==> src/rtl/apb_timer_pkg.sv <==
//------------------------------------------------------------------------------
// apb_timer_pkg : register map, CTRL layout and shared types for apb_timer
// Revision      : 1.0
//------------------------------------------------------------------------------
`default_nettype none

package apb_timer_pkg;

  localparam logic [7:0] ADDR_CTRL   = 8'h00;
  localparam logic [7:0] ADDR_STATUS = 8'h01;
  localparam logic [7:0] ADDR_TDR    = 8'h02;
  localparam logic [7:0] ADDR_CNT    = 8'h03;

  localparam int CTRL_LOAD_BIT   = 7;
  localparam int CTRL_DIR_BIT    = 5;
  localparam int CTRL_EN_BIT     = 4;
  localparam int CTRL_UDF_IE_BIT = 3;
  localparam int CTRL_OVF_IE_BIT = 2;
  localparam int CTRL_CKS_LSB    = 0;

  localparam int STAT_UDF_BIT = 1;
  localparam int STAT_OVF_BIT = 0;

  localparam logic [7:0] CNT_MAX = 8'hFF;

  typedef struct packed {
    logic       load;
    logic       rsvd;
    logic       dir;
    logic       en;
    logic       udf_ie;
    logic       ovf_ie;
    logic [1:0] cks;
  } ctrl_t;

endpackage

`default_nettype wire

==> src/rtl/timer_counter.sv <==
//------------------------------------------------------------------------------
// timer_counter : prescaler, 8-bit up/down counter and OVF/UDF set pulses
// Revision      : 1.0
//------------------------------------------------------------------------------
`default_nettype none

module timer_counter
  import apb_timer_pkg::*;
(
  input  logic       clk_i,
  input  logic       rst_ni,
  input  logic       en_i,
  input  logic       dir_i,
  input  logic [1:0] cks_i,
  input  logic       load_i,
  input  logic [7:0] load_val_i,
  output logic [7:0] cnt_o,
  output logic       ovf_set_o,
  output logic       udf_set_o
);

  logic [1:0] presc_q, presc_d;
  logic [7:0] cnt_q, cnt_d;
  logic       tick;

  always_comb begin
    tick      = en_i && (presc_q == cks_i);
    presc_d   = presc_q;
    cnt_d     = cnt_q;
    ovf_set_o = 1'b0;
    udf_set_o = 1'b0;
    // LOAD wins over a coincident tick and restarts the prescale period
    if (load_i) begin
      cnt_d   = load_val_i;
      presc_d = 2'd0;
    end else if (!en_i) begin
      presc_d = 2'd0;
    end else if (tick) begin
      presc_d = 2'd0;
      if (dir_i) begin
        cnt_d     = cnt_q - 8'd1;
        udf_set_o = (cnt_q == 8'd0);
      end else begin
        cnt_d     = cnt_q + 8'd1;
        ovf_set_o = (cnt_q == CNT_MAX);
      end
    end else begin
      presc_d = presc_q + 2'd1;
    end
  end

  always_ff @(posedge clk_i or negedge rst_ni) begin
    if (!rst_ni) begin
      presc_q <= 2'd0;
      cnt_q   <= 8'd0;
    end else begin
      presc_q <= presc_d;
      cnt_q   <= cnt_d;
    end
  end

  assign cnt_o = cnt_q;

endmodule

`default_nettype wire

==> src/rtl/apb_timer.sv <==
//------------------------------------------------------------------------------
// apb_timer : 8-bit programmable timer with APB register file and interrupt
// Revision  : 1.0
//------------------------------------------------------------------------------
`default_nettype none

module apb_timer
  import apb_timer_pkg::*;
(
  input  logic       pclk,
  input  logic       preset_n,
  input  logic       psel,
  input  logic       penable,
  input  logic       pwrite,
  input  logic [7:0] paddr,
  input  logic [7:0] pwdata,
  output logic [7:0] prdata,
  output logic       pready,
  output logic       pslverr,
  output logic       interrupt
);

  ctrl_t      ctrl_q, ctrl_d;
  logic [7:0] tdr_q, tdr_d;
  logic       ovf_q, ovf_d, udf_q, udf_d;
  logic       pready_q, pslverr_q;
  logic [7:0] prdata_q, prdata_d;

  logic       access, addr_err, wr;
  logic       ctrl_wr, status_wr, tdr_wr, load;
  logic [7:0] cnt, rdata;
  logic       ovf_set, udf_set;

  always_comb begin
    // !pready_q keeps a held psel&penable from producing a second access
    access    = psel && penable && !pready_q;
    addr_err  = (paddr > ADDR_CNT) || (pwrite && (paddr == ADDR_CNT));
    wr        = access && pwrite && !addr_err;
    ctrl_wr   = wr && (paddr == ADDR_CTRL);
    status_wr = wr && (paddr == ADDR_STATUS);
    tdr_wr    = wr && (paddr == ADDR_TDR);
    load      = ctrl_wr && pwdata[CTRL_LOAD_BIT];

    ctrl_d = ctrl_q;
    if (ctrl_wr) begin
      ctrl_d.load   = 1'b0;
      ctrl_d.rsvd   = 1'b0;
      ctrl_d.dir    = pwdata[CTRL_DIR_BIT];
      ctrl_d.en     = pwdata[CTRL_EN_BIT];
      ctrl_d.udf_ie = pwdata[CTRL_UDF_IE_BIT];
      ctrl_d.ovf_ie = pwdata[CTRL_OVF_IE_BIT];
      ctrl_d.cks    = pwdata[CTRL_CKS_LSB +: 2];
    end
    tdr_d = tdr_wr ? pwdata : tdr_q;

    // a set in the same cycle beats the W1C clear
    ovf_d = ovf_set || (ovf_q && !(status_wr && pwdata[STAT_OVF_BIT]));
    udf_d = udf_set || (udf_q && !(status_wr && pwdata[STAT_UDF_BIT]));

    case (paddr)
      ADDR_CTRL:   rdata = ctrl_q;
      ADDR_STATUS: rdata = {6'd0, udf_q, ovf_q};
      ADDR_TDR:    rdata = tdr_q;
      ADDR_CNT:    rdata = cnt;
      default:     rdata = 8'h00;
    endcase

    prdata_d = prdata_q;
    if (access && !pwrite) prdata_d = addr_err ? 8'h00 : rdata;
  end

  always_ff @(posedge pclk or negedge preset_n) begin
    if (!preset_n) begin
      ctrl_q    <= '0;
      tdr_q     <= 8'h00;
      ovf_q     <= 1'b0;
      udf_q     <= 1'b0;
      pready_q  <= 1'b0;
      pslverr_q <= 1'b0;
      prdata_q  <= 8'h00;
    end else begin
      ctrl_q    <= ctrl_d;
      tdr_q     <= tdr_d;
      ovf_q     <= ovf_d;
      udf_q     <= udf_d;
      pready_q  <= access;
      pslverr_q <= access && addr_err;
      prdata_q  <= prdata_d;
    end
  end

  timer_counter u_counter (
    .clk_i      (pclk),
    .rst_ni     (preset_n),
    .en_i       (ctrl_q.en),
    .dir_i      (ctrl_q.dir),
    .cks_i      (ctrl_q.cks),
    .load_i     (load),
    .load_val_i (tdr_q),
    .cnt_o      (cnt),
    .ovf_set_o  (ovf_set),
    .udf_set_o  (udf_set)
  );

  assign prdata    = prdata_q;
  assign pready    = pready_q;
  assign pslverr   = pslverr_q;
  assign interrupt = (udf_q && ctrl_q.udf_ie) || (ovf_q && ctrl_q.ovf_ie);

endmodule

`default_nettype wire

==> config.mk <==
export PLATFORM = sky130hd
export DESIGN_NAME = apb_timer
export DESIGN_NICKNAME = d
export VERILOG_FILES = /design/src/rtl/apb_timer_pkg.sv /design/src/rtl/timer_counter.sv /design/src/rtl/apb_timer.sv
export SDC_FILE = /design/constraint.sdc
export NUM_CORES = 1
export LEC_CHECK = 0
export CAP_MARGIN = 20
export CORE_MARGIN = 4
export CORE_UTILIZATION = 35
export DETAILED_ROUTE_END_ITERATION = 8
export SLEW_MARGIN = 15
export SYNTH_ARGS = -nofsm -noshare
export SYNTH_HDL_FRONTEND = slang
export SYNTH_SLANG_ARGS = --single-unit
==> constraint.sdc <==
create_clock -name pclk -period 2 [get_ports pclk]
set_input_delay 0.4 -clock pclk [delete_from_list [all_inputs] [get_ports pclk]]
set_output_delay 0.4 -clock pclk [all_outputs]
set_load 0.01 [all_outputs]
Word-level counts from Yosys, hierarchy flattened:

Cells that the tools add are included.

* input bits: 21
* word-level logic and storage cells: 71
* output and inout port bits: 11
* bits in registers: 36

* reductions and logical operators: 32
* equality and inequality tests: 5
* muxes and demuxes: 17
* magnitude comparators: 1
* add/sub/neg operators: 3

Operators with widths (count)
* $mux W8: 5
* $pmux W8 S4: 1
* $logic_and A1 B1 Y1: 18
* $eq A8 B2 Y1 const B: 2
* $logic_not A8 Y1: 2
* $add A8 B1 Y8 const B: 1
* $eq A8 B1 Y1 const B: 1
* $eq A8 B8 Y1 const B: 1
* $gt A8 B2 Y1 const B: 1
* $mux W1: 8
* $sub A8 B1 Y8 const B: 1
* $mux W2: 3
* $logic_not A1 Y1: 5
* $logic_or A1 B1 Y1: 4
* $reduce_bool A2 Y1: 2
* $add A2 B1 Y2 const B: 1
* $eq A2 B2 Y1: 1
* $reduce_and A2 Y1: 1

Longest topological paths before layout:

Gate-level depths: netlist of run 1.

* depth after elaboration: 10
* gate-level depth with buffers: 8
* depth with buffers taken out: 8

Hierarchy:

Synthesis of run 1 repeated with hierarchy kept, for this count alone.

* cell total of the unflattened synthesis: 193
* area, all modules: 2052.0 sq um

Modules (own cells, without submodules)
* apb_timer: area each 1246.2 sq um, cells an instance 99, seq. area each 650.6 sq um, instances 1
* timer_counter: area each 805.8 sq um, cells an instance 94, seq. area each 250.2 sq um, instances 1

Worst setup path before layout of run 1:

OpenSTA, ideal clock, no wires.

* path type: register to register
* start: reg ctrl_q[5] in the netlist's numbering
* end: reg u_counter.cnt_q[6], in the netlist u_counter.cnt_o[6]
* cell stages (with the launch flop): 8
* arrival time: 2.079 ns
* slack: -0.161 ns
* required time: 1.918 ns
* period minus slack after synthesis: 2.161 ns
* library setup time: 0.082 ns
* path buffers: 0
* cell sequence: dfrtp_1 -> ha_1 -> nor2b_1 -> o31a_1 -> o21a_1 -> o21ai_0 -> or3b_2 -> a31oi_1

* cells in the longest elaborated chain, start to end: 4

Ends and longest elaborated chain
* from (decl): RTL line apb_timer.sv:23 `ctrl_t ctrl_q, ctrl_d;`
* from (signal assigned): RTL line apb_timer.sv:82 `ctrl_q <= ctrl_d;`
* $mux W8: RTL line timer_counter.sv:40 `if (dir_i) begin`
* $mux W8: RTL line timer_counter.sv:38 `end else if (tick) begin`
* $mux W8: RTL line timer_counter.sv:36 `end else if (!en_i) begin`
* $mux W8: RTL line timer_counter.sv:33 `if (load_i) begin`
* to (signal assigned): RTL line timer_counter.sv:58 `cnt_q <= cnt_d;`
* to (decl): RTL line timer_counter.sv:23 `logic [7:0] cnt_q, cnt_d;`

No other way between the ends. The select of a mux whose other input is x is not followed.
A chain may end at the register's enable or synchronous reset.

Worst setup path after layout of run 1:

Ends and elaborated chain as after synthesis.

==> run summary, run 1 <==
* Max H-tree Level: 2
* accumulated negative setup slack: -0.0424 ns
* internal power contribution: 0.00139 W
* busiest metal layer after global routing: met2
* Avg Cell Area, Syn: 10.8 µm²
* ports placed on the boundary: 32
* Post-Syn Area: 1980 µm²
* share of total power consumed by net switching: 0.291
* Most used DFF post-synth: dfrtp_1
* FMAX: 490 MHz
* number of inserted filler cells in the final layout: 532
* Routability Congestion: 0.826
* count of non-filler cells in the finished layout: 312
* worst vdd ir: 0.340 mV
* final setup violating endpoints: 1
* layout overhead on the synthesized area: 35.7%
* Slew HR: 0.692
* summed area of non-filler cells in the final layout: 2690 µm²
* sw power: 0.000572 W
* count of cell types in the netlist: 41
* slowest CP cell: dfrtp_2
* Post-Syn Nets: 211
* detailed-route via count: 1,616
* Critical Path End Type: flip-flop
* grt ovf: 0
* relative contribution of the clock network to total power: 0.235
* Hold/Removal Path Class: reg -> reg
* chip width: 83.2 µm
* part of the total power dissipated in sequential elements: 0.422
* maximum capacitance violations: 0
* clock tree root driver cell: clkbuf_8
* GRT met1 Usage: 0.188
* drt pass-1 iters: 4
* share of async-settable or async-resettable flops after synthesis: 1.00
* count of placed standard cells including taps: 304
* Layout Nets: 269
* Initial Utilization: 0.359
* Vert. Die Dim: 83.2 µm
* post-synth top area cell: dfrtp_1
* minimum clock period after layout: 2.04 ns
* DRC: 0
* Final Max Slew Viols: 0
* slew at the pin closest to its max-slew limit: 0.461 ns
* wirelength, routed: 4.56 mm
* number of cells produced by synthesis: 183
* number of buffers added to fix hold violations after cts: 0
* PwrDens: 731 nW/µm²
* post-layout total power: 0.00196 W
* share of layout cells above drive strength 1: 0.279
* Placement Rows: 27
* clock tree sinks: 36
* Clk Latency, worst-skew pair: 0.28 ns
* post-CTS clock slew at the launch and capture registers of the worst setup and hold paths: 0.07 ns
* largest net degree at the start of global routing: 37
* Worst path max stage delay: 0.48 ns
* dominant cell by count in the synthesized netlist: dfrtp_1
* Max Root-Sink Buffers: 2
* aggregate global-route resource usage: 0.139
* Critical Path Fanout Max: 7
* number of enable-type register cells in the synthesized netlist: 0
* TritonCTS clock tree: done
* area of the die: 6920 µm²
* fraction of post-synthesis cell area in the top cell type by area: 0.455
* Setup crit start kind: flip-flop
* most common library cells after synthesis: 36 x dfrtp_1, 18 x mux2_2, 17 x nor2_1, 15 x a21oi_1
* leading post-synthesis cells by cell area: dfrtp_1 46%, mux2_2 10%, a21oi_1 3.8%
* number of endpoints with negative hold slack in the final report: 0
* global-route wire length before repair: 7.86 mm
* per-cell via count in the routed design: 5.18
* share of the clock period used by the worst path after layout: 1.02
* Routed WL per cell: 14.6 µm
* flip-flop and latch count after synthesis: 36
* post-synthesis sequential area ratio: 0.455
* endpoint arrival time on the critical path: 2.24 ns
* leakage power total: 1.21 nW
* TritonCTS Buffers: 5
* RSZ-0062 raised after global routing: true
* antenna diode count: 0
* count of antenna-violating nets left after detailed routing: 0
* met3 demand-to-capacity share in global routing: 0.0397
* status: finished with violations
* count of input and output buffers: 31
* Hold Worst Slack: 0.482 ns
* number of antenna violations at the first check in global routing: 0
* required time at the worst-slack endpoint: 2.20 ns
* violated checks: negative setup slack
* Comb power frac: 0.343
* met2 routing resource usage after global routing: 0.223
* Initial DRC Count: 85
* number of global-route vias before repair: 1,598
* core area: 5510 µm²
* CP Class: reg -> reg
* total number of yosys warnings: 0
* crit-path cells: inv_2 > fa_2 > nor2b_4 > o31a_1 > o21a_1 > o21ai_1 > or3b_4 > a31oi_4
* largest clock skew in the final design: 0.00353 ns
* Cell Area, Placed: 2540 µm²
* Post-DP HPWL: 3.43 mm
* worst path setup slack after routing: -0.0424 ns
-- metrics by stage --
| stage | setup WS, ns | util |
|---|---|---|
| detailed placement | -0.424 | 0.462 |
| floorplan | 0.0246 | - |
| finish | -0.0424 | 0.488 |
| global route | -0.128 | 0.488 |
| CTS | -0.0264 | 0.486 |
| global placement | -0.387 | 0.462 |
-- power by group through the flow --
stage | Clock, W | Sequential [W] | Combinational, W
global route | 0.000517 | 0.000836 | 0.000745
finish | 0.000461 | 0.000830 | 0.000674
global placement | 0 | 0.000842 | 0.000611
detailed placement | 0 | 0.000843 | 0.000619
floorplan | 0 | 0.000848 | 0.000347
CTS | 0.000476 | 0.000830 | 0.000673
-- sequential cells by signal, summed over array words and instances (netlist names) --
register	flops
prdata	8
tdr_q	8
u_counter.cnt_o	8
ctrl_q	6
u_counter.presc_q	2
ovf_q	1
pready	1
pslverr	1
udf_q	1
-- worst max-delay path: cells and delay by family, from the launching register on --
family,cells,cell delay (ns)
flops,1,0.48
simple gates,2,0.45
compound gates,4,0.72
buf+inv,1,0.08
fa+ha+maj,1,0.23
-- final timing paths --
check / startpoint / to / slack, ns / cells past startpoint
worst min register to register: prdata[4]$_DFFE_PN0P_ / prdata[4]$_DFFE_PN0P_ / 0.48 / 2
max in group asynchronous: preset_n / ctrl_q[5]$_DFFE_PN0P_ / 1.11 / 2
worst max register to register: ctrl_q[5]$_DFFE_PN0P_ / u_counter.cnt_o[6]$_DFFE_PN0P_ / -0.04 / 8
min in group asynchronous: preset_n / u_counter.cnt_o[7]$_DFFE_PN0P_ / 0.54 / 2
worst max-delay path: ctrl_q[5]$_DFFE_PN0P_ / u_counter.cnt_o[6]$_DFFE_PN0P_ / -0.04 / 8
worst min-delay path: prdata[4]$_DFFE_PN0P_ / prdata[4]$_DFFE_PN0P_ / 0.48 / 2
-- cell families (layout without fill, tap and decap cells) --
group / Yosys count / in the layout / synth area share
XOR/XNOR: 7 / 7 / 0.0310
buffers and inverters: 10 / 66 / 0.0316
multiplexers: 22 / 22 / 0.135
AO/OA/AOI/OAI: 44 / 44 / 0.135
AND/OR/NAND/NOR: 57 / 58 / 0.164
flip-flops: 36 / 36 / 0.455
adder cells (fa/ha/maj): 7 / 7 / 0.0480
-- cells in the final DEF, fill, tap and decap left out, types with 2 or more instances in the layout --
cell type / n
dfrtp_1: 35
clkdlybuf4s50_1: 27
buf_4: 23
nor2_1: 17
mux2_2: 16
a21oi_1: 15
nand2_1: 12
o21ai_0: 11
xnor2_1: 6
ha_1: 5
clkbuf_8: 5
a22oi_1: 4
nand3_1: 3
nand2b_1: 3
nand4b_1: 3
nor3_1: 3
a22o_1: 3
inv_2: 2
inv_1: 2
nand4_1: 2
nor4_1: 2
mux2i_1: 2
o211ai_1: 2
mux4_2: 2
o21a_1: 2
mux2_4: 2
clkdlybuf4s15_1: 2
dlygate4sd2_1: 2
-- what timing repair did --
action                                  CTS  global route
pin swaps                                 7             5
setup buffers                             1             0
endpoints found under the setup margin   26            10
gates cloned                              1             0
gates resized for setup                  17             2
-- routing by layer --
layer / up-vias / share of wire / wire (µm)
li1: 785 / - / -
met4: 0 / 0.0088 / 40
met3: 4 / 0.045 / 207
met2: 30 / 0.46 / 2100
met1: 797 / 0.49 / 2210
met5: - / 0 / 0
-- layout make-up --
class                      instances  area (µm²)  area share
multi-input combinational        138        1090       0.408
tap                               72        90.1      0.0335
sequential                        36         902       0.336
inverter                           4        15.0     0.00559
timing repair buffer              56         512       0.190
clock buffer                       6        72.6      0.0270
Power figures use the tool's default switching activity.
==> run 2, diff against run 1 <==
--- a/config.mk
+++ b/config.mk
@@ -9,6 +9,7 @@
 export CORE_MARGIN = 4
 export CORE_UTILIZATION = 35
 export DETAILED_ROUTE_END_ITERATION = 8
+export DONT_BUFFER_PORTS = 1
 export SLEW_MARGIN = 15
 export SYNTH_ARGS = -nofsm -noshare
 export SYNTH_HDL_FRONTEND = slang
==> run summary, run 2 (synthesis results as in run 1) <==
* drt pass-1 iters: 4, unchanged
* Cell Area, Placed: 2160 µm², was 2540 µm²
* core area: 5510 µm², unchanged
* worst vdd ir: 0.358 mV, was 0.340 mV
* largest net degree at the start of global routing: 37, unchanged
* Max Root-Sink Buffers: 2, unchanged
* aggregate global-route resource usage: 0.138, was 0.139
* Reg2Reg Capture Point: u_counter.cnt_o[6]$_DFFE_PN0P_, unchanged
* Worst path max stage delay: 0.47 ns, was 0.48 ns
* clock tree sinks: 36, unchanged
* post-layout total power: 0.00192 W, was 0.00196 W
* Setup crit start kind: flip-flop, unchanged
* number of global-route vias before repair: 1,510, was 1,598
* number of antenna violations at the first check in global routing: 0, unchanged
* worst path setup slack after routing: 0.0272 ns, was -0.0424 ns
* number of endpoints with negative hold slack in the final report: 0, unchanged
* Routed WL per cell: 16.1 µm, was 14.6 µm
* Placement Rows: 27, unchanged
* ports placed on the boundary: 32, unchanged
* status: completed, was finished with violations
* share of the clock period used by the worst path after layout: 0.986, was 1.02
* Hold Worst Slack: 0.248 ns, was 0.482 ns
* TritonCTS Buffers: 5, unchanged
* clock tree root driver cell: clkbuf_8, unchanged
* TritonCTS clock tree: done, unchanged
* Post-DP HPWL: 3.32 mm, was 3.43 mm
* final core utilization: 0.417, was 0.488
* final setup violating endpoints: 0, was 1
* Slew HR: 0.683, was 0.692
* Critical Path End Type: flip-flop, unchanged
* endpoint arrival time on the critical path: 2.19 ns, was 2.24 ns
* Comb power frac: 0.291, was 0.343
* worst min-delay path startpoint: penable, was prdata[4]$_DFFE_PN0P_
* number of cells on the worst reg-to-reg path: 7, was 8
* count of input and output buffers: 0, was 31
* detailed-route via count: 1,467, was 1,616
* minimum clock period after layout: 1.97 ns, was 2.04 ns
* Setup Fix Bufs, Post-CTS: 0, was 1
* required time at the worst-slack endpoint: 2.22 ns, was 2.20 ns
* Max H-tree Level: 2, unchanged
* Routability Congestion: 0.743, was 0.826
* Final Max Slew Viols: 0, unchanged
* share of layout cells above drive strength 1: 0.276, was 0.279
* hold endpoint: pready$_DFF_PN0_, was prdata[4]$_DFFE_PN0P_
* relative contribution of the clock network to total power: 0.278, was 0.235
* PwrDens: 837 nW/µm², was 731 nW/µm²
* area of the die: 6920 µm², unchanged
* leakage power total: 1.05 nW, was 1.21 nW
* sw power: 0.000560 W, was 0.000572 W
* share of total power consumed by net switching: 0.291, about the same
* reg-to-reg critical path startpoint: ctrl_q[5]$_DFFE_PN0P_, unchanged
* slowest CP cell: dfrtp_2, unchanged
* number of stages on the worst hold path: 2, unchanged
* chip width: 83.2 µm, unchanged
* grt ovf: 0, unchanged
* most used cells in the layout excluding fill and tap cells: 35 x dfrtp_1, 18 x mux2_2, 17 x nor2_1, 16 x buf_4, 15 x a21oi_1, was 35 x dfrtp_1, 27 x clkdlybuf4s50_1, 23 x buf_4, 17 x nor2_1, 16 x mux2_2
* antenna diode count: 0, unchanged
* global-route wire length before repair: 7.69 mm, was 7.86 mm
* worst slack at placement: -0.0352 ns, was -0.424 ns
* FMAX: 507 MHz, was 490 MHz
* Hold/Removal Path Class: in -> reg, was reg -> reg
* worst reg-to-reg setup slack: 0.03 ns, was -0.04 ns
* count of antenna-violating nets left after detailed routing: 0, unchanged
* CP Class: reg -> reg, unchanged
* wirelength, routed: 4.43 mm, was 4.56 mm
* slew at the pin closest to its max-slew limit: 0.471 ns, was 0.461 ns
* summed area of non-filler cells in the final layout: 2300 µm², was 2690 µm²
* maximum capacitance violations: 0, unchanged
* leading cell type in the layout, fill and taps excluded: dfrtp_1, unchanged
* Initial DRC Count: 59, was 85
* RSZ-0062 raised after global routing: true, unchanged
* Initial Utilization: 0.359, unchanged
* internal power contribution: 0.00136 W, was 0.00139 W
* post-CTS clock slew at the launch and capture registers of the worst setup and hold paths: 0.07 ns, about the same
* part of the total power dissipated in sequential elements: 0.432, was 0.422
* layout overhead on the synthesized area: 16.1%, was 35.7%
* DRC: 0, unchanged
* Layout Nets: 230, was 269
* per-cell via count in the routed design: 5.33, was 5.18
* crit-path cells: ha_4 > nor2b_4 > o31a_1 > o21a_1 > o21ai_1 > or3b_4 > a31oi_1, was inv_2 > fa_2 > nor2b_4 > o31a_1 > o21a_1 > o21ai_1 > or3b_4 > a31oi_4
* Vert. Die Dim: 83.2 µm, unchanged
* Clk Latency, worst-skew pair: 0.29 ns, was 0.28 ns
* Critical Path Fanout Max: 7, unchanged
* largest clock skew in the final design: 0.00909 ns, was 0.00353 ns
==> run 2: stage by stage <==
step	TNS (ns)	cells
after floorplan	0	183
after global placement	-0.0816	265
after detailed placement	-0.237	265
after CTS	0	275
after global routing	-0.0943	275
final	0	275
==> run 2: worst max-delay path by stage <==
stage / start / to / slack [ns]
floorplan: ctrl_q[5]$_DFFE_PN0P_ / u_counter.cnt_o[6]$_DFFE_PN0P_ / 0.02
CTS: ctrl_q[5]$_DFFE_PN0P_ / u_counter.cnt_o[6]$_DFFE_PN0P_ / 0.0007
global placement: paddr[4] / tdr_q[6]$_DFFE_PN0P_ / -0.01
global route: ctrl_q[5]$_DFFE_PN0P_ / u_counter.cnt_o[6]$_DFFE_PN0P_ / -0.08
detailed placement: paddr[4] / tdr_q[5]$_DFFE_PN0P_ / -0.04
finish: ctrl_q[5]$_DFFE_PN0P_ / u_counter.cnt_o[6]$_DFFE_PN0P_ / 0.03
==> run 2: per-layer routing <==
layer	part of all wire	GRT usage	vias up
li1	-	-	707
met1	0.46	0.182	716
met2	0.46	0.214	37
met3	0.070	0.0486	7
met4	0.0097	0.0401	0
met5	0	0	-
==> run 2: repair_timing <==
action                                 4_1_cts  5_1_grt
endpoints found under the hold margin       36        0
setup endpoints to repair                    1        2
hold buffers                                 2        0
gates resized for setup                      2        3
pin swaps                                    0        7
==> run 2: final cells by class <==
cell class              count  area [µm²]
clock buffers               8        90.1
fillers                   536        3210
inverters                   4        15.0
multi-input cells         137        1050
flip-flops and latches     36         902
well taps                  72        90.1
repair buffers             18         150
==> run 2: power by group through the flow <==
stage	logic (W)	clock network, W	registers, W
after floorplan	0.000347	0	0.000848
after global placement	0.000505	0	0.000846
after detailed placement	0.000514	0	0.000844
after CTS	0.000551	0.000543	0.000831
after global routing	0.000635	0.000576	0.000838
final	0.000559	0.000534	0.000830
==> run 2: critical path, delay by kind of cell, from the launching register on <==
kind	cells	cell delay (ns)
compound gates	4	0.69
simple gates	2	0.50
flops	1	0.47
fa+ha+maj	1	0.26
==> variant 1 (flow settings as in run 1) <==
`CNT_MAX`: 8'hFF -> 8'hBF.
--- a/src/rtl/apb_timer_pkg.sv
+++ b/src/rtl/apb_timer_pkg.sv
@@ -21,7 +21,7 @@
   localparam int STAT_UDF_BIT = 1;
   localparam int STAT_OVF_BIT = 0;
 
-  localparam logic [7:0] CNT_MAX = 8'hFF;
+  localparam logic [7:0] CNT_MAX = 8'hBF;
 
   typedef struct packed {
     logic       load;
Check against the original RTL: not equivalent (a bounded check fails within 10 cycles, from zero or initial values and one cycle with preset_n low).
==> variant 1 against run 1 <==
  * Total power up 7.0%
  * Sequential cell count is the same
  * Wire length shrank 0.59%
  * Design area down 0.98%
  * Die area shrank 2.2%
  * Area after synthesis is 2.4% lower
  * Critical endpoint unchanged
  * Global-route usage is 1.2 points higher
  * Setup slack better by 0.059 ns
  * Final cell count down 0.96%
  * Count of clock-buffer cells in the layout shrank 1
==> variant 1: results (changes against run 1) <==
| Metric | Value |
|---|---|
| Setup WS post-layout | `0.01712 ns (+0.05948 ns)` |
| DP HPWL | `3.449 mm (+0.62%)` |
| Synth top cells by count | `dfrtp_1 (36), nor2_1 (20), mux2_2 (18)` |
| Final #Nets | `266 (-1.1%)` |
| Register area share after synthesis | `0.4663 (+0.01120)` |
| Psw | `609.5 uW (+6.5%)` |
| Post-synth net total | `209 (-0.95%)` |
| DP Worst Slack | `-0.09601 ns (+0.3279 ns)` |
| XOR/XNOR share of the synthesized area | `0.03174 (+0.0007623)` |
| Synth Area in Adders | `0.04922 (+0.001182)` |
| Fraction of layout cells with a size suffix above 1 | `0.2678 (-0.01138)` |
| Gp weighted congestion | `0.8239 (-0.22%)` |
| Placed cells | `300 (-1.3%)` |
| Layout Cells excl Fill | `309 (-0.96%)` |
| DR WL/cell | `14.67 microns (+0.37%)` |
| Complex-gate fraction of the synthesized area | `0.1425 (+0.007847)` |
| Vias in the first global route | `1606 (+0.50%)` |
| First-pass GRT wire length | `7.721 mm (-1.8%)` |
| Fin Hold WS | `0.4870 ns (+0.005180 ns)` |
| Post-synthesis mux area share | `0.1386 (+0.003329)` |
| Synth unique cells | `40 (-2.4%)` |
| Rel. slew slack | `0.6853 (-0.007174)` |
| Skew final | `0.003266 ns (-0.0002637 ns)` |
| Synth area leaders | `dfrtp_1 (47%), mux2_2 (10%), a21oi_1 (4.1%)` |
| Status | `finished, final reports clean` |
| Synth Instances | `181 (-1.1%)` |
| GRT Util Overall | `0.1513 (+0.01214)` |
variant 1: cell types whose count changed after synthesis, moves of 2 or more:
cell	delta
buf_6	-2
buf_2	+2
nor2_1	+3
o21ai_0	-3
variant 1: per-layer routing:
layer	track usage	routed length, microns	up-vias
met2	0.2364	2108	27
met1	0.2130	2181	755
met4	0.03987	48	0
li1	-	-	784
met3	0.03037	195	7
met5	0	0	-
variant 1: power groups by stage:
| stage | Combinational, mW | Clock [mW] | Sequential [mW] |
|---|---|---|---|
| after floorplan | 0.356 | 0 | 0.845 |
| after global placement | 0.593 | 0 | 0.845 |
| after detailed placement | 0.602 | 0 | 0.845 |
| after CTS | 0.613 | 0.653 | 0.833 |
| after global routing | 0.699 | 0.691 | 0.843 |
| final | 0.626 | 0.644 | 0.832 |
variant 1: cell type report:
cell class	instances	share of cell area
multi-input combinational	137	0.3881
sequential	36	0.3391
timing repair buffer	55	0.1938
tap	70	0.03293
clock buffer	5	0.02587
clock inverter	3	0.01599
inverter	3	0.004233
variant 1: worst min-delay path, cell delays in order, from the launching register on:
cell     delay [ns]
dfrtp_1        0.35
nand2_1        0.05
o21ai_0        0.06
variant 1: stage by stage:
step	area (sq um)	setup TNS (ns)
after global routing	2660	-0.06755
after floorplan	1932	0
after CTS	2641	0
final	2660	0
after detailed placement	2506	-1.069
after global placement	2506	-1.009
variant 1: cells by family after synthesis:
kind of cell / after synthesis
compound gates: 44
xor+xnor: 7
fa+ha+maj: 7
buf+inv: 8
flops: 36
mux: 22
simple gates: 57
variant 1: timing repair:
item                                    in CTS  in global routing
pin swaps                                    1                  3
setup buffers                                1                  0
endpoints found under the setup margin       3                  6
gates resized for setup                      4                  3
==> variant 2 (flow settings as in run 1) <==
Made on the original files. The output `pslverr` loses its register stage (`pslverr_q` becomes a continuous assignment).
--- a/src/rtl/apb_timer.sv
+++ b/src/rtl/apb_timer.sv
@@ -76,7 +76,6 @@
       ovf_q     <= 1'b0;
       udf_q     <= 1'b0;
       pready_q  <= 1'b0;
-      pslverr_q <= 1'b0;
       prdata_q  <= 8'h00;
     end else begin
       ctrl_q    <= ctrl_d;
@@ -84,10 +83,11 @@
       ovf_q     <= ovf_d;
       udf_q     <= udf_d;
       pready_q  <= access;
-      pslverr_q <= access && addr_err;
       prdata_q  <= prdata_d;
     end
   end
+
+  assign pslverr_q = access && addr_err;
 
   timer_counter u_counter (
     .clk_i      (pclk),
Check against the original RTL: not equivalent (a bounded check fails within 4 cycles, from zero or initial values and one cycle with preset_n low).
==> variant 2 against run 1 <==
  * Setup slack improved by 0.068 ns
  * Hold slack lost 0.011 ns
  * Area after synthesis is 1.3% lower
  * Total power shrank 0.86%
  * Count of clock-buffer cells in the layout up 1
  * Design area down 0.14%
  * Clock power grew 7.4%
  * Wire length increased by 2.9%
  * Maximum frequency increased by 3.5%
  * Sequential cell count shrank 1
  * Sequential power decreased by 1%
==> variant 2: results (changes against run 1) <==
| Metric | Value |
|---|---|
| Status | `finished, final reports clean` |
| GRT Util Overall | `0.1503 (+0.01120)` |
| Largest net degree at the start of global routing | `19 (-49%)` |
| Gp weighted congestion | `0.8177 (-0.97%)` |
| Initial antenna violation count | `0 (unchanged)` |
| DR WL/cell | `14.85 microns (+1.6%)` |
| Total CTS buffers | `5 (unchanged)` |
| Hold Crit Class | `primary input to async pin` |
| CP Max Fanout | `7 (unchanged)` |
| Kind of critical path | `register to register` |
| Fraction of layout cells with a size suffix above 1 | `0.3089 (+0.02978)` |
| Post-synthesis mux area share | `0.1370 (+0.001732)` |
| # H-tree levels | `2 (unchanged)` |
| Worst Path Arrival | `2.19 ns (-0.05 ns)` |
| Synth Area in Adders | `0.04866 (+0.0006151)` |
| Async SR Flop Fraction | `1.000 (unchanged)` |
| Drt pass-1 iters | `4 (unchanged)` |
| Synth area leaders | `dfrtp_1 (45%), mux2_2 (10%), a21oi_1 (3.8%)` |
| GR Overflow Total | `0 (unchanged)` |
| Crit path max-delay cell type | `dfrtp_2` |
| CTS max path bufs | `2 (unchanged)` |
| Skew final | `0.006926 ns (+0.003397 ns)` |
| Post-synth net total | `210 (-0.47%)` |
| Vias | `1613 (-0.19%)` |
| FILL cells | `510 (-4.1%)` |
| DP Worst Slack | `-0.5416 ns (-0.1177 ns)` |
| Lkg Pwr | `1.226 nW (+1.3%)` |
| Final #Nets | `273 (+1.5%)` |
| Reg clk slew, reported paths | `0.07 ns (about the same)` |
| Crit-path max cell delay | `0.47 ns` |
| Worst-Skew Late Latency | `0.29 ns` |
| Psw | `588.1 uW (+2.7%)` |
| Register area share after synthesis | `0.4481 (-0.006977)` |
| Synth unique cells | `41 (unchanged)` |
| Root Buffer | `clkbuf_8` |
| Worst vdd ir | `0.0004813 V (+41%)` |
| Syn. warnings | `0 (unchanged)` |
| XOR/XNOR share of the synthesized area | `0.03137 (+0.0003966)` |
| Complex-gate fraction of the synthesized area | `0.1364 (+0.001724)` |
| Synth top cells by count | `dfrtp_1 (35), mux2_2 (18), nor2_1 (17)` |
| Inserted Diodes | `0 (unchanged)` |
| DP HPWL | `3.590 mm (+4.7%)` |
| Initial drt markers | `37 (-56%)` |
| First-pass GRT wire length | `7.534 mm (-4.1%)` |
| FF-to-FF Start | `ctrl_q[5]$_DFFE_PN0P_` |
| Rel. slew slack | `0.6232 (-0.06931)` |
| I/O Buffers | `31 (unchanged)` |
variant 2: routing by layer:
| layer | up-vias | track usage | share of wire |
|---|---|---|---|
| met2 | 36 | 0.2372 | 0.47 |
| met1 | 778 | 0.2022 | 0.46 |
| li1 | 791 | - | - |
| met3 | 8 | 0.03688 | 0.057 |
| met5 | - | 0 | 0 |
| met4 | 0 | 0.04902 | 0.013 |
variant 2: final timing paths:
kind	end	slack, ns	depth (start not counted)
worst max register to register	u_counter.cnt_o[6]$_DFFE_PN0P_	0.03	8
max in group asynchronous	ctrl_q[4]$_DFFE_PN0P_	0.91	2
worst min register to register	prdata[2]$_DFFE_PN0P_	0.48	2
min in group pclk	prdata[2]$_DFFE_PN0P_	0.48	2
worst min-delay path	prdata[7]$_DFFE_PN0P_	0.47	1
worst max-delay path	u_counter.cnt_o[6]$_DFFE_PN0P_	0.03	8
variant 2: cells by family after synthesis:
family,Yosys count
buf+inv,10
flops,35
xor+xnor,7
fa+ha+maj,7
mux,22
compound gates,44
simple gates,57
variant 2: worst max-delay path: cells and delay by family (launching register included):
family,cells,cell delay [ns]
flip-flops,1,0.47
adder cells (fa/ha/maj),1,0.24
AO/OA/AOI/OAI,4,0.69
AND/OR/NAND/NOR,2,0.43
buffers and inverters,1,0.08
variant 2: metrics by stage:
stage	TNS, ns	hold slack [ns]	instances	cell area (sq um)
2_1_floorplan	0	0.1044	182	1973
3_3_place_gp	-11.17	0.4665	302	2511
3_5_place_dp	-11.87	0.4741	302	2511
4_1_cts	-0.002341	0.4693	316	2665
5_1_grt	-0.1040	0.4887	316	2683
6_report	0	0.4707	316	2683
variant 2: repair_timing:
action / 4_1_cts / 5_1_grt
buffers inserted: 6 / 0
pin swaps: 3 / 2
setup endpoints to repair: 27 / 15
gates resized for setup: 21 / 4
variant 2: area by class of cell:
cell class	count	area (sq um)	area share
sequential	35	877.1	0.3270
clock inverter	1	5.005	0.001866
timing repair buffer	62	543.0	0.2024
inverter	4	15.01	0.005597
tap	70	87.58	0.03265
multi-input combinational	137	1079	0.4021
clock buffer	7	76.32	0.02845
variant 2: power groups by stage:
stage          Sequential [mW]  Clock [mW]  Combinational [mW]
3_3_place_gp             0.827           0               0.594
2_1_floorplan            0.825           0               0.347
4_1_cts                  0.814       0.513               0.624
5_1_grt                  0.827       0.543               0.710
6_report                 0.818       0.495               0.635
3_5_place_dp             0.828           0               0.600
